`src/rtl/receiver.sv`:
```
// rtl/receiver.sv - 8N1 UART receive path, LSB first, mid-bit sampling
module receiver #(
  parameter int CLKS_PER_BIT = 10416,
  parameter int HALF_BIT     = CLKS_PER_BIT / 2
) (
  input  logic       clk,
  input  logic       reset,
  input  logic       RxD,
  output logic [7:0] rx_data,
  output logic       data_valid,
  output logic       framing_error,
  output logic       busy
);

  localparam logic [13:0] BIT_LAST  = 14'(CLKS_PER_BIT - 1);
  localparam logic [13:0] HALF_LAST = 14'(HALF_BIT - 1);

  typedef enum logic [1:0] {
    IDLE  = 2'd0,
    START = 2'd1,
    DATA  = 2'd2,
    STOP  = 2'd3
  } state_t;

  state_t      state;
  state_t      state_next;
  logic        rx_meta;
  logic        rx_s;
  logic        rx_prev;
  logic [13:0] counter;
  logic [3:0]  bit_idx;
  logic [7:0]  shift_reg;

  logic        falling;
  logic        half_hit;
  logic        bit_hit;
  logic        enter_data;
  logic        take_bit;
  logic        good_stop;
  logic        bad_stop;

  // Flops reset to the idle line level so reset release never looks like a start edge.
  always_ff @(posedge clk or negedge reset) begin
    if (!reset) begin
      rx_meta <= 1'b1;
      rx_s    <= 1'b1;
      rx_prev <= 1'b1;
    end else begin
      rx_meta <= RxD;
      rx_s    <= rx_meta;
      rx_prev <= rx_s;
    end
  end

  assign falling  = rx_prev && !rx_s;
  assign half_hit = (counter == HALF_LAST);
  assign bit_hit  = (counter == BIT_LAST);

  always_ff @(posedge clk or negedge reset) begin
    if (!reset) begin
      state <= IDLE;
    end else begin
      state <= state_next;
    end
  end

  always_comb begin
    state_next = state;
    case (state)
      IDLE:  if (falling) state_next = START;
      START: if (half_hit) state_next = rx_s ? IDLE : DATA;
      DATA:  if (bit_hit && bit_idx == 4'd7) state_next = STOP;
      STOP:  if (bit_hit) state_next = IDLE;
      default: state_next = IDLE;
    endcase
  end

  always_comb begin
    busy       = 1'b0;
    enter_data = 1'b0;
    take_bit   = 1'b0;
    good_stop  = 1'b0;
    bad_stop   = 1'b0;
    case (state)
      IDLE: ;
      START: begin
        busy       = 1'b1;
        enter_data = half_hit && !rx_s;
      end
      DATA: begin
        busy     = 1'b1;
        take_bit = bit_hit;
      end
      STOP: begin
        busy      = 1'b1;
        good_stop = bit_hit && rx_s;
        bad_stop  = bit_hit && !rx_s;
      end
      default: busy = 1'b0;
    endcase
  end

  // Counter restarts on every state change and at each data-bit sample point.
  always_ff @(posedge clk or negedge reset) begin
    if (!reset) begin
      counter       <= 14'd0;
      bit_idx       <= 4'd0;
      shift_reg     <= 8'h00;
      rx_data       <= 8'h00;
      data_valid    <= 1'b0;
      framing_error <= 1'b0;
    end else begin
      if (state_next != state || take_bit || state == IDLE) begin
        counter <= 14'd0;
      end else begin
        counter <= counter + 14'd1;
      end

      if (enter_data) begin
        bit_idx <= 4'd0;
      end else if (take_bit) begin
        bit_idx <= bit_idx + 4'd1;
      end

      if (take_bit) begin
        shift_reg <= {rx_s, shift_reg[7:1]};
      end

      if (good_stop) begin
        rx_data <= shift_reg;
      end
      data_valid    <= good_stop;
      framing_error <= bad_stop;
    end
  end

endmodule

```
`config.mk`:
```
export PLATFORM = sky130hd
export DESIGN_NAME = receiver
export DESIGN_NICKNAME = d
export VERILOG_FILES = /design/src/rtl/receiver.sv
export SDC_FILE = /design/constraint.sdc
export NUM_CORES = 1
export LEC_CHECK = 0
export BUFFER_PORTS_ARGS = -buffer_cell sky130_fd_sc_hd__buf_4
export CELL_PAD_IN_SITES_DETAIL_PLACEMENT = 1
export CELL_PAD_IN_SITES_GLOBAL_PLACEMENT = 2
export CORE_UTILIZATION = 40
export CTS_CLUSTER_SIZE = 28
export DETAILED_ROUTE_END_ITERATION = 8
export PLACE_DENSITY = 0.75
export SLEW_MARGIN = 20
export SYNTH_ARGS = -nofsm -noshare
export SYNTH_HDL_FRONTEND = slang
export SYNTH_SLANG_ARGS = --single-unit
```
`constraint.sdc`:
```
create_clock -name clk -period 2.3 [get_ports clk]
set_input_delay 0.46 -clock clk [delete_from_list [all_inputs] [get_ports clk]]
set_output_delay 0.46 -clock clk [all_outputs]
set_load 0.02 [all_outputs]
```
# After elaboration in Yosys (flattened, before gate mapping)
# Index checks and enable logic that the tools add are counted.
# op_classes
add_sub_neg	2
n_eq_ne	7
muxes	14
reduce_logical	11
# ops
op	count
14-bit by 1-bit adder with 14-bit output (second input constant)	1
14-bit by 13-bit == test with 1-bit output (second input constant)	1
14-bit == test (second input constant)	1
14-bit 2-to-1 mux	1
2-bit 2-to-1 mux	5
4-bit 2-to-1 mux	2
2-bit one-hot mux with 4 select lines	1
1-bit logical AND	5
1-bit 2-to-1 mux	5
4-bit by 1-bit adder with 4-bit output (second input constant)	1
2-bit == test (second input constant)	2
4-bit by 3-bit == test with 1-bit output (second input constant)	1
3-bit OR reduction	1
2-bit by 1-bit == test with 1-bit output (second input constant)	1
2-bit logical NOT	1
1-bit logical OR	2
2-bit != test	1
2-bit nonzero test	1
1-bit logical NOT	1
# totals
reg_bits	41
output_inout_bits	11
elab_cells	44

# Logic depth before layout (Yosys ltp)
# Gate-level depths: netlist of the first run.
# logic_depth
word_depth	8
depth_mapped	6
mapped_depth_nobuf	5

# Least setup slack after synthesis of the first run
# OpenSTA, ideal clock, no wires.
# synth_timing
path_type	reg2reg
from	reg counter[0]
to	reg rx_data[0]
arrival_ps	1613
required_time_ps	2175
slack_ps	563
path_stages_with_launch	6
period_less_slack_ps	1737
path_cell_list	dfrtp_1 > ha_1 > and4_1 > nand4_4 > nor2_4 > mux2_2
# synth_between
elab_chain_cells	3
# synth_lines
item	line_no	text
start, declared	30	logic [13:0] counter;
start signal, assigned	116	counter <= counter + 14'd1;
14-bit == test	57	assign bit_hit = (counter == BIT_LAST);
1-bit logical AND	96	good_stop = bit_hit && rx_s;
1-bit 2-to-1 mux	84	case (state)
via good_stop	39	logic good_stop;
end signal, assigned	130	rx_data <= shift_reg;
end, declared	9	output logic [7:0] rx_data,
# The timed path passes the listed nets, and every way through them passes these cells.
# A chain may end at the register's enable or synchronous reset.

# Worst setup path in the final report of the first run
# layout_timing
from	reg counter[0]
to	reg rx_data[3]
# The elaborated chain is that of the path after synthesis.

==> Implementation_results.wiki, run 1 <==
{| class="wikitable"
! Metric !! Value
|-
| Total half-perimeter wirelength after legalization and detailed placement || approximately 2600 microns
|-
| Routed vias || 1224
|-
| Layout fillers || ~470
|-
| Period minus WS final || 1.977 ns
|-
| Layout area overhead || 13.17%
|-
| Maximum fanout encountered on the critical timing path || 9
|-
| Floorplan die area || 4883 sq um
|-
| Final Non-Filler Cells || between 200 and 250
|-
| Type of the worst setup path || register to register
|-
| Element type at the critical path end || register
|-
| Post-Place Cell Area || ~2000 sq um
|-
| Core footprint || ~4400 sq um
|-
| Cts bufs inserted || 5
|-
| Critical register-to-register path startpoint || counter[0]
|-
| Sequential share of the synthesized area || 55.87%
|-
| Highest-count cells in the layout ignoring fill and taps || 38 x sky130_fd_sc_hd__dfrtp_1, 20 x sky130_fd_sc_hd__nor2_1, 15 x sky130_fd_sc_hd__mux2_2, 15 x sky130_fd_sc_hd__buf_4, 8 x sky130_fd_sc_hd__xnor2_1
|-
| Clock tree from TritonCTS || built
|-
| Number of instances resized during post-cts repair || 0
|-
| Vertical extent of the die || approximately 70 microns
|-
| Count of input and output buffers || 13
|-
| Cell area after synthesis || 1843 sq um
|-
| Number of remaining DRC errors || 0
|-
| Overall global routing resource usage || ~16%
|-
| Clock-pin slew of the registers on the worst-case setup and hold paths || roughly 0.08 ns
|-
| Result of the run || complete, no violations
|-
| Wire per inst || between 15 and 20 microns
|-
| Timing startpoint of the critical path || counter[0]
|-
| Number of warnings issued by yosys || 0
|-
| Fraction of layout instances using a drive strength above 1 || 25.00%
|-
| Final period utilization || 85.95%
|-
| Peak clock frequency supported by timing || 505.9 MHz
|-
| Antenna cell count || 0
|-
| Sum of internal, switching and leakage power || 1.526 mW
|-
| Net switching component of the power || 435.3 uW
|-
| Static leakage || ~0.96 nW
|-
| Mean cell area of the mapped netlist || 11.74 sq um
|-
| Reg power frac || 57.9%
|-
| Final WL || 3592 microns
|-
| Final estimated routing congestion in global placement || 0.8062
|-
| VDD IR-drop max || 0.0005590 V
|-
| Most common library cell in the layout ignoring fill and taps || sky130_fd_sc_hd__dfrtp_1
|-
| Cell area power density || 731.7 nW/um^2
|-
| Design Area, Final || 2086 sq um
|-
| Vias/cell || 5.368
|-
| Summed negative setup slack over all endpoints || 0 ns
|-
| Slew at the pin closest to its max-slew limit || 0.5073 ns
|-
| Source-to-sink clock delay at the later pin of the worst-skew pair || 0.29 ns
|-
| Share of total power consumed by net switching || 28.52%
|-
| Remaining number of nets flagged by the antenna check after routing || 0
|-
| CTS Root Buffer Type || sky130_fd_sc_hd__clkbuf_8
|-
| Final number of hold-violating endpoints || 0
|-
| Required time of the critical path || 2.47 ns
|-
| Classification of the worst-slack hold path || input pin to async pin
|-
| Number of rows in the core area || 24
|-
| Multi-input gate area in the final layout || 767.0 sq um
|-
| Post-synthesis net count || 162
|-
| Startpoint kind of the worst setup timing path || register
|-
| Post-synthesis instance total || 157
|-
| Final WS setup || approximately 0.32 ns
|-
| Core Util, Final || 47.57%
|-
| Detailed-routing iteration count for the pre-antenna-repair pass || 4
|-
| Portion of total power attributed to combinational logic || roughly 12%
|-
| Maximum level of the CTS H-tree || 2
|-
| Largest net degree at the start of global routing || 42
|-
| Post-layout net count || 180
|-
| Synthesized flop and latch total || 41
|-
| Post-placement worst setup slack || 0.3280 ns
|-
| Initial core utilization || 42.04%
|-
| Number of I/O pins || 14
|-
| Clock tree skew after final layout || 0.009184 ns
|-
| Relative slew margins || 66.18%
|-
| Final setup violating endpoints || 0
|-
| Max Buffers Root-to-Sink || 2
|-
| Placed cell count || 220
|-
| Internal power || 1.091 mW
|-
| Setup repair after global routing missed its margin || no
|-
| Detailed Route Iter0 Violations || 69
|-
| Fin. max-slew vios || 0
|-
| Number of global-route vias before repair || roughly 1300
|-
| Max-capacitance violation count || 0
|-
| Antenna violations before repair || 0
|-
| Count of buffers added by post-CTS timing repair for setup || 0
|-
| Fraction of power consumed by the clock network || around 30%
|-
| Register-to-Register Setup Slack || around 0.32 ns
|-
| Global-route wire length before repair || 6203 microns
|-
| Largest register FFs || 14
|-
| Total clock sinks || slightly above 40
|-
| Total overflow reported by the global router || 0
|-
| Combined flip-flop and latch cell area || 1030 sq um
|-
| CTS hold repair buffers || 0
|-
| DIE WIDTH || 69.88 microns
|-
| Distinct cell type count after synthesis || 38
|-
| Worst EP arrival || 2.15 ns
|-
| Worst-case hold slack || approximately 0.14 ns
|}
## layer usage
layer / vias to the layer above / share of wire (%) / global-route usage [%]
li1: 589 / - / -
met1: 614 / 48 / 22.81
met2: 17 / 49 / 25.00
met3: 4 / 3.0 / 4.473
met4: 0 / 0.64 / 5.333
met5: - / 0 / 0
## power by group through the flow
stage	Clock [mW]	Sequential, mW	Combinational (mW)
5_1_grt	0.507	0.896	0.214
2_1_floorplan	0	0.864	0.144
4_1_cts	0.479	0.880	0.188
3_3_place_gp	0	0.887	0.176
3_5_place_dp	0	0.893	0.185
6_report	0.456	0.884	0.186
## layout make-up
cell class | instances | share of cell area [%]
inverters | 7 | 1.260
flip-flops and latches | 41 | 49.37
multi-input cells | 105 | 36.77
repair buffers | 15 | 5.399
well taps | 52 | 3.119
clock buffers | 7 | 3.659
clock inverters | 1 | 0.4199
## cells by family (layout without fill, tap and decap cells)
group	after synthesis	after routing	synth area share (%)
buffers and inverters	11	30	2.512
DFF	41	41	55.87
muxes	16	16	9.776
adders and majority gates	2	2	1.358
xor gates and xnor gates	12	12	5.703
and+or+nand+nor	64	64	20.23
AOI/OAI and AO/OA	11	11	4.549
## critical path, stage by stage (launching register included)
cell,delay [ns]
sky130_fd_sc_hd__dfrtp_1,0.40
sky130_fd_sc_hd__ha_1,0.25
sky130_fd_sc_hd__and4_1,0.31
sky130_fd_sc_hd__nand4_4,0.20
sky130_fd_sc_hd__nor2_4,0.32
sky130_fd_sc_hd__mux2_2,0.38
## synthesized netlist by cell type
| cell | instances | area share (%) |
|---|---|---|
| sky130_fd_sc_hd__xnor2_1 | 8 | 3.8 |
| sky130_fd_sc_hd__buf_2 | 4 | 1.1 |
| sky130_fd_sc_hd__mux2_1 | 1 | 0.61 |
| sky130_fd_sc_hd__or4_1 | 1 | 0.41 |
| sky130_fd_sc_hd__nor4_1 | 2 | 0.68 |
| sky130_fd_sc_hd__a22oi_2 | 1 | 0.68 |
| sky130_fd_sc_hd__nor4b_1 | 2 | 0.95 |
| sky130_fd_sc_hd__nand2_1 | 7 | 1.4 |
| sky130_fd_sc_hd__nand4_4 | 1 | 1.2 |
| sky130_fd_sc_hd__o21ai_0 | 1 | 0.27 |
| sky130_fd_sc_hd__o21bai_1 | 1 | 0.41 |
| sky130_fd_sc_hd__ha_1 | 2 | 1.4 |
| sky130_fd_sc_hd__inv_1 | 7 | 1.4 |
| sky130_fd_sc_hd__nand3_1 | 6 | 1.6 |
| sky130_fd_sc_hd__a21oi_1 | 2 | 0.54 |
| sky130_fd_sc_hd__o41a_1 | 1 | 0.61 |
| sky130_fd_sc_hd__and4_1 | 1 | 0.48 |
| sky130_fd_sc_hd__nand4_1 | 6 | 2.0 |
| sky130_fd_sc_hd__nand2b_1 | 1 | 0.34 |
| sky130_fd_sc_hd__o311ai_0 | 1 | 0.48 |
| sky130_fd_sc_hd__nor3_1 | 5 | 1.4 |
| sky130_fd_sc_hd__and4bb_1 | 1 | 0.68 |
| sky130_fd_sc_hd__o31ai_1 | 1 | 0.41 |
| sky130_fd_sc_hd__mux2_2 | 15 | 9.2 |
| sky130_fd_sc_hd__o22ai_1 | 2 | 0.68 |
| sky130_fd_sc_hd__and4b_1 | 1 | 0.54 |
| sky130_fd_sc_hd__nor3b_1 | 1 | 0.41 |
| sky130_fd_sc_hd__dfstp_2 | 3 | 4.3 |
| sky130_fd_sc_hd__dfrtp_1 | 38 | 52 |
| sky130_fd_sc_hd__nor2b_1 | 1 | 0.34 |
| sky130_fd_sc_hd__and3_1 | 3 | 1.0 |
| sky130_fd_sc_hd__nor4bb_1 | 2 | 1.1 |
| sky130_fd_sc_hd__or2_2 | 1 | 0.34 |
| sky130_fd_sc_hd__nor3b_2 | 1 | 0.68 |
| sky130_fd_sc_hd__nor2_4 | 1 | 0.61 |
| sky130_fd_sc_hd__a2111oi_0 | 1 | 0.48 |
| sky130_fd_sc_hd__xor2_1 | 4 | 1.9 |
| sky130_fd_sc_hd__nor2_1 | 20 | 4.1 |
## path summary, 6_finish.rpt
kind / end / depth (start not counted)
min in group clk: rx_meta / 1
worst min-delay path: state[0] / 1
worst max-delay path: rx_data[3] / 5
worst min register to register: rx_s / 0
max in group asynchronous: rx_s / 1
worst max register to register: rx_data[3] / 5
(Power assumes the default switching activity.)
==> run 2, diff against run 1 <==
--- a/config.mk
+++ b/config.mk
@@ -8,10 +8,11 @@
 export BUFFER_PORTS_ARGS = -buffer_cell sky130_fd_sc_hd__buf_4
 export CELL_PAD_IN_SITES_DETAIL_PLACEMENT = 1
 export CELL_PAD_IN_SITES_GLOBAL_PLACEMENT = 2
-export CORE_UTILIZATION = 40
+export CORE_UTILIZATION = 25
 export CTS_CLUSTER_SIZE = 28
 export DETAILED_ROUTE_END_ITERATION = 8
-export PLACE_DENSITY = 0.75
+export GPL_ROUTABILITY_DRIVEN = 0
+export PLACE_DENSITY = 0.5
 export SLEW_MARGIN = 20
 export SYNTH_ARGS = -nofsm -noshare
 export SYNTH_HDL_FRONTEND = slang
==> run 2 against run 1 <==
Against the previous run: hold slack better by 0.0023 ns; flip-flop and latch count unchanged; first-iteration DRC count down 42%; core utilization shrank 17 points; setup slack got worse by 0.010 ns; maximum frequency fell by 0.52%; non-clock buffer count grew 1; sequential power fell by 0.5%; clock skew barely moved; cell count grew 20%; wire length up 4.6%; critical endpoint is now rx_data[0].
==> Implementation_results.wiki, run 2 (synthesized netlist as in run 1, its figures left out) <==
{| class="wikitable"
! Metric !! Value
|-
| Result of the run || complete, no violations
|-
| Setup repair after global routing missed its margin || no
|-
| Type of the worst setup path || register to register
|-
| Count of input and output buffers || 13 (unchanged)
|-
| Fraction of layout instances using a drive strength above 1 || 26.55% (+1.6 points)
|-
| Initial core utilization || 26.54% (-15 points)
|-
| Final number of hold-violating endpoints || 0 (unchanged)
|-
| Final period utilization || 86.39% (+0.45 points)
|-
| Layout area overhead || 17.04%
|-
| Source-to-sink clock delay at the later pin of the worst-skew pair || 0.30 ns (about the same)
|-
| CTS Root Buffer Type || sky130_fd_sc_hd__clkbuf_8
|-
| Layout fillers || 783 (+67%)
|-
| Classification of the worst-slack hold path || input pin to async pin
|-
| Number of instances resized during post-cts repair || 0 (unchanged)
|-
| Combined flip-flop and latch cell area || 1030 sq um (unchanged)
|-
| Vias/cell || 4.557 (-15%)
|-
| Total overflow reported by the global router || 0 (unchanged)
|-
| Period minus WS final || 1.987 ns (+0.01026 ns)
|-
| Overall global routing resource usage || 11.45% (-5.0 points)
|-
| Core footprint || 6944 sq um (+58%)
|-
| Peak clock frequency supported by timing || 503.3 MHz (-0.52%)
|-
| Most common library cell in the layout ignoring fill and taps || sky130_fd_sc_hd__dfrtp_1
|-
| Global-route wire length before repair || 6617 microns (+6.7%)
|-
| Summed negative setup slack over all endpoints || 0 ns (unchanged)
|-
| Buf/Inv on CP || 0 (unchanged)
|-
| Number of rows in the core area || 30 (+25%)
|-
| Multi-input gate area in the final layout || 767.0 sq um (unchanged)
|-
| Highest-count cells in the layout ignoring fill and taps || 38 x sky130_fd_sc_hd__dfrtp_1, 20 x sky130_fd_sc_hd__nor2_1, 16 x sky130_fd_sc_hd__buf_4, 15 x sky130_fd_sc_hd__mux2_2, 8 x sky130_fd_sc_hd__xnor2_1
|-
| Required time of the critical path || 2.49 ns (+0.02 ns)
|-
| Static leakage || 0.9638 nW (+0.86%)
|-
| Startpoint kind of the worst setup timing path || register
|-
| Final WL || 3758 microns (+4.6%)
|-
| Number of global-route vias before repair || 1282 (+1.3%)
|-
| Element type at the critical path end || register
|-
| Max Buffers Root-to-Sink || 2 (unchanged)
|-
| Largest register FFs || 14 (unchanged)
|-
| Post-layout net count || 181 (+0.56%)
|-
| Worst EP arrival || 2.18 ns (+0.03 ns)
|-
| Max-capacitance violation count || 0 (unchanged)
|-
| Floorplan die area || 7719 sq um (+58%)
|-
| Total half-perimeter wirelength after legalization and detailed placement || 2643 microns (+3.3%)
|-
| Maximum level of the CTS H-tree || 2 (unchanged)
|-
| Number of remaining DRC errors || 0 (unchanged)
|-
| Total clock sinks || 41 (unchanged)
|-
| Detailed Route Iter0 Violations || 40 (-42%)
|-
| Routed vias || 1244 (+1.6%)
|-
| Slew at the pin closest to its max-slew limit || 0.5462 ns (+0.03889 ns)
|-
| VDD IR-drop max || 0.0002972 V (-47%)
|-
| Core Util, Final || 31.06% (-17 points)
|-
| CTS hold repair buffers || 0 (unchanged)
|-
| Clock tree from TritonCTS || built
|-
| Vertical extent of the die || 87.86 microns (+26%)
|-
| Fin. max-slew vios || 0 (unchanged)
|-
| Cts bufs inserted || 5 (unchanged)
|-
| Maximum cell stage delay along the critical path || 0.40 ns (about the same)
|-
| Relative slew margins || 63.59% (-2.6 points)
|-
| DIE WIDTH || 87.86 microns (+26%)
|-
| Maximum fanout encountered on the critical timing path || 9 (unchanged)
|-
| Crit-path slowest cell || sky130_fd_sc_hd__dfrtp_1
|-
| Remaining number of nets flagged by the antenna check after routing || 0 (unchanged)
|-
| Antenna violations before repair || 0 (unchanged)
|-
| Cell area power density || 724.4 nW/um^2 (-0.99%)
|-
| Antenna cell count || 0 (unchanged)
|-
| Count of buffers added by post-CTS timing repair for setup || 0 (unchanged)
|-
| Clock tree skew after final layout || 0.009022 ns (-0.0001618 ns)
|-
| Clock-pin slew of the registers on the worst-case setup and hold paths || 0.08 ns (about the same)
|-
| Final setup violating endpoints || 0 (unchanged)
|-
| Family of cells with the greatest summed delay on the critical path || simple AND/OR/NAND/NOR gates
|-
| Detailed-routing iteration count for the pre-antenna-repair pass || 4 (unchanged)
|-
| Largest net degree at the start of global routing || 42 (unchanged)
|-
| Cell-by-cell trace of the critical path || ha_1 > and4_1 > nand4_4 > nor2_4 > mux2_2
|-
| Number of I/O pins || 14 (unchanged)
|-
| Wire per inst || 13.77 microns (-13%)
|-
| Sum of internal, switching and leakage power || 1.563 mW (+2.4%)
|}
[run 2: cell count changes in the layout (fill, tap and decap cells not counted)]
cell / change
sky130_fd_sc_hd__buf_4: +1
sky130_fd_sc_hd__clkinv_4: -1
sky130_fd_sc_hd__inv_6: +2
sky130_fd_sc_hd__clkinvlp_4: +1
sky130_fd_sc_hd__clkbuf_1: -2
[run 2: power by group]
part / total (mW) / internal [mW] / switching (mW)
logic: 0.181 / 0.0868 / 0.0945
registers: 0.880 / 0.786 / 0.0940
clock network: 0.502 / 0.221 / 0.280
[run 2: worst paths after layout]
path                       startpoint     endpoint  slack, ns  depth (start not counted)
hold / removal                  reset  counter[13]       0.14                          1
setup reg to reg           counter[0]   rx_data[0]       0.31                          5
hold reg to reg               rx_meta         rx_s       0.36                          0
setup / recovery           counter[0]   rx_data[0]       0.31                          5
max in group asynchronous       reset      rx_meta       1.78                          1
min in group clk                  RxD      rx_meta       0.26                          1
[run 2: layout make-up]
| cell class | count | share of cell area, % |
|---|---|---|
| Tap cell | 96 | 5.568 |
| Multi-Input combinational cell | 105 | 35.56 |
| Clock inverter | 3 | 1.160 |
| Clock buffer | 5 | 3.190 |
| Inverter | 7 | 1.218 |
| Timing Repair Buffer | 16 | 5.568 |
| Sequential cell | 41 | 47.74 |
[run 2: metal layers]
metal  up-vias  part of all wire (%)  routed length [microns]  global-route usage (%)
met2        12                    46                     1727                   16.91
met1       625                    50                     1870                   16.06
li1        599                     -                        -                       -
met5         -                     0                        0                       0
met3         8                   2.5                       94                   2.828
met4         0                   1.7                       65                   4.471
[run 2: stage by stage]
stage,hold WS [ns],area (sq um),worst slack [ns],cells
after global placement,0.3480,2063,0.3658,265
after floorplan,0.1644,1843,0.5626,157
after CTS,0.1529,2157,0.3007,273
final,0.1413,2157,0.3129,273
after global routing,0.1752,2157,0.1514,273
after detailed placement,0.3481,2063,0.3065,265
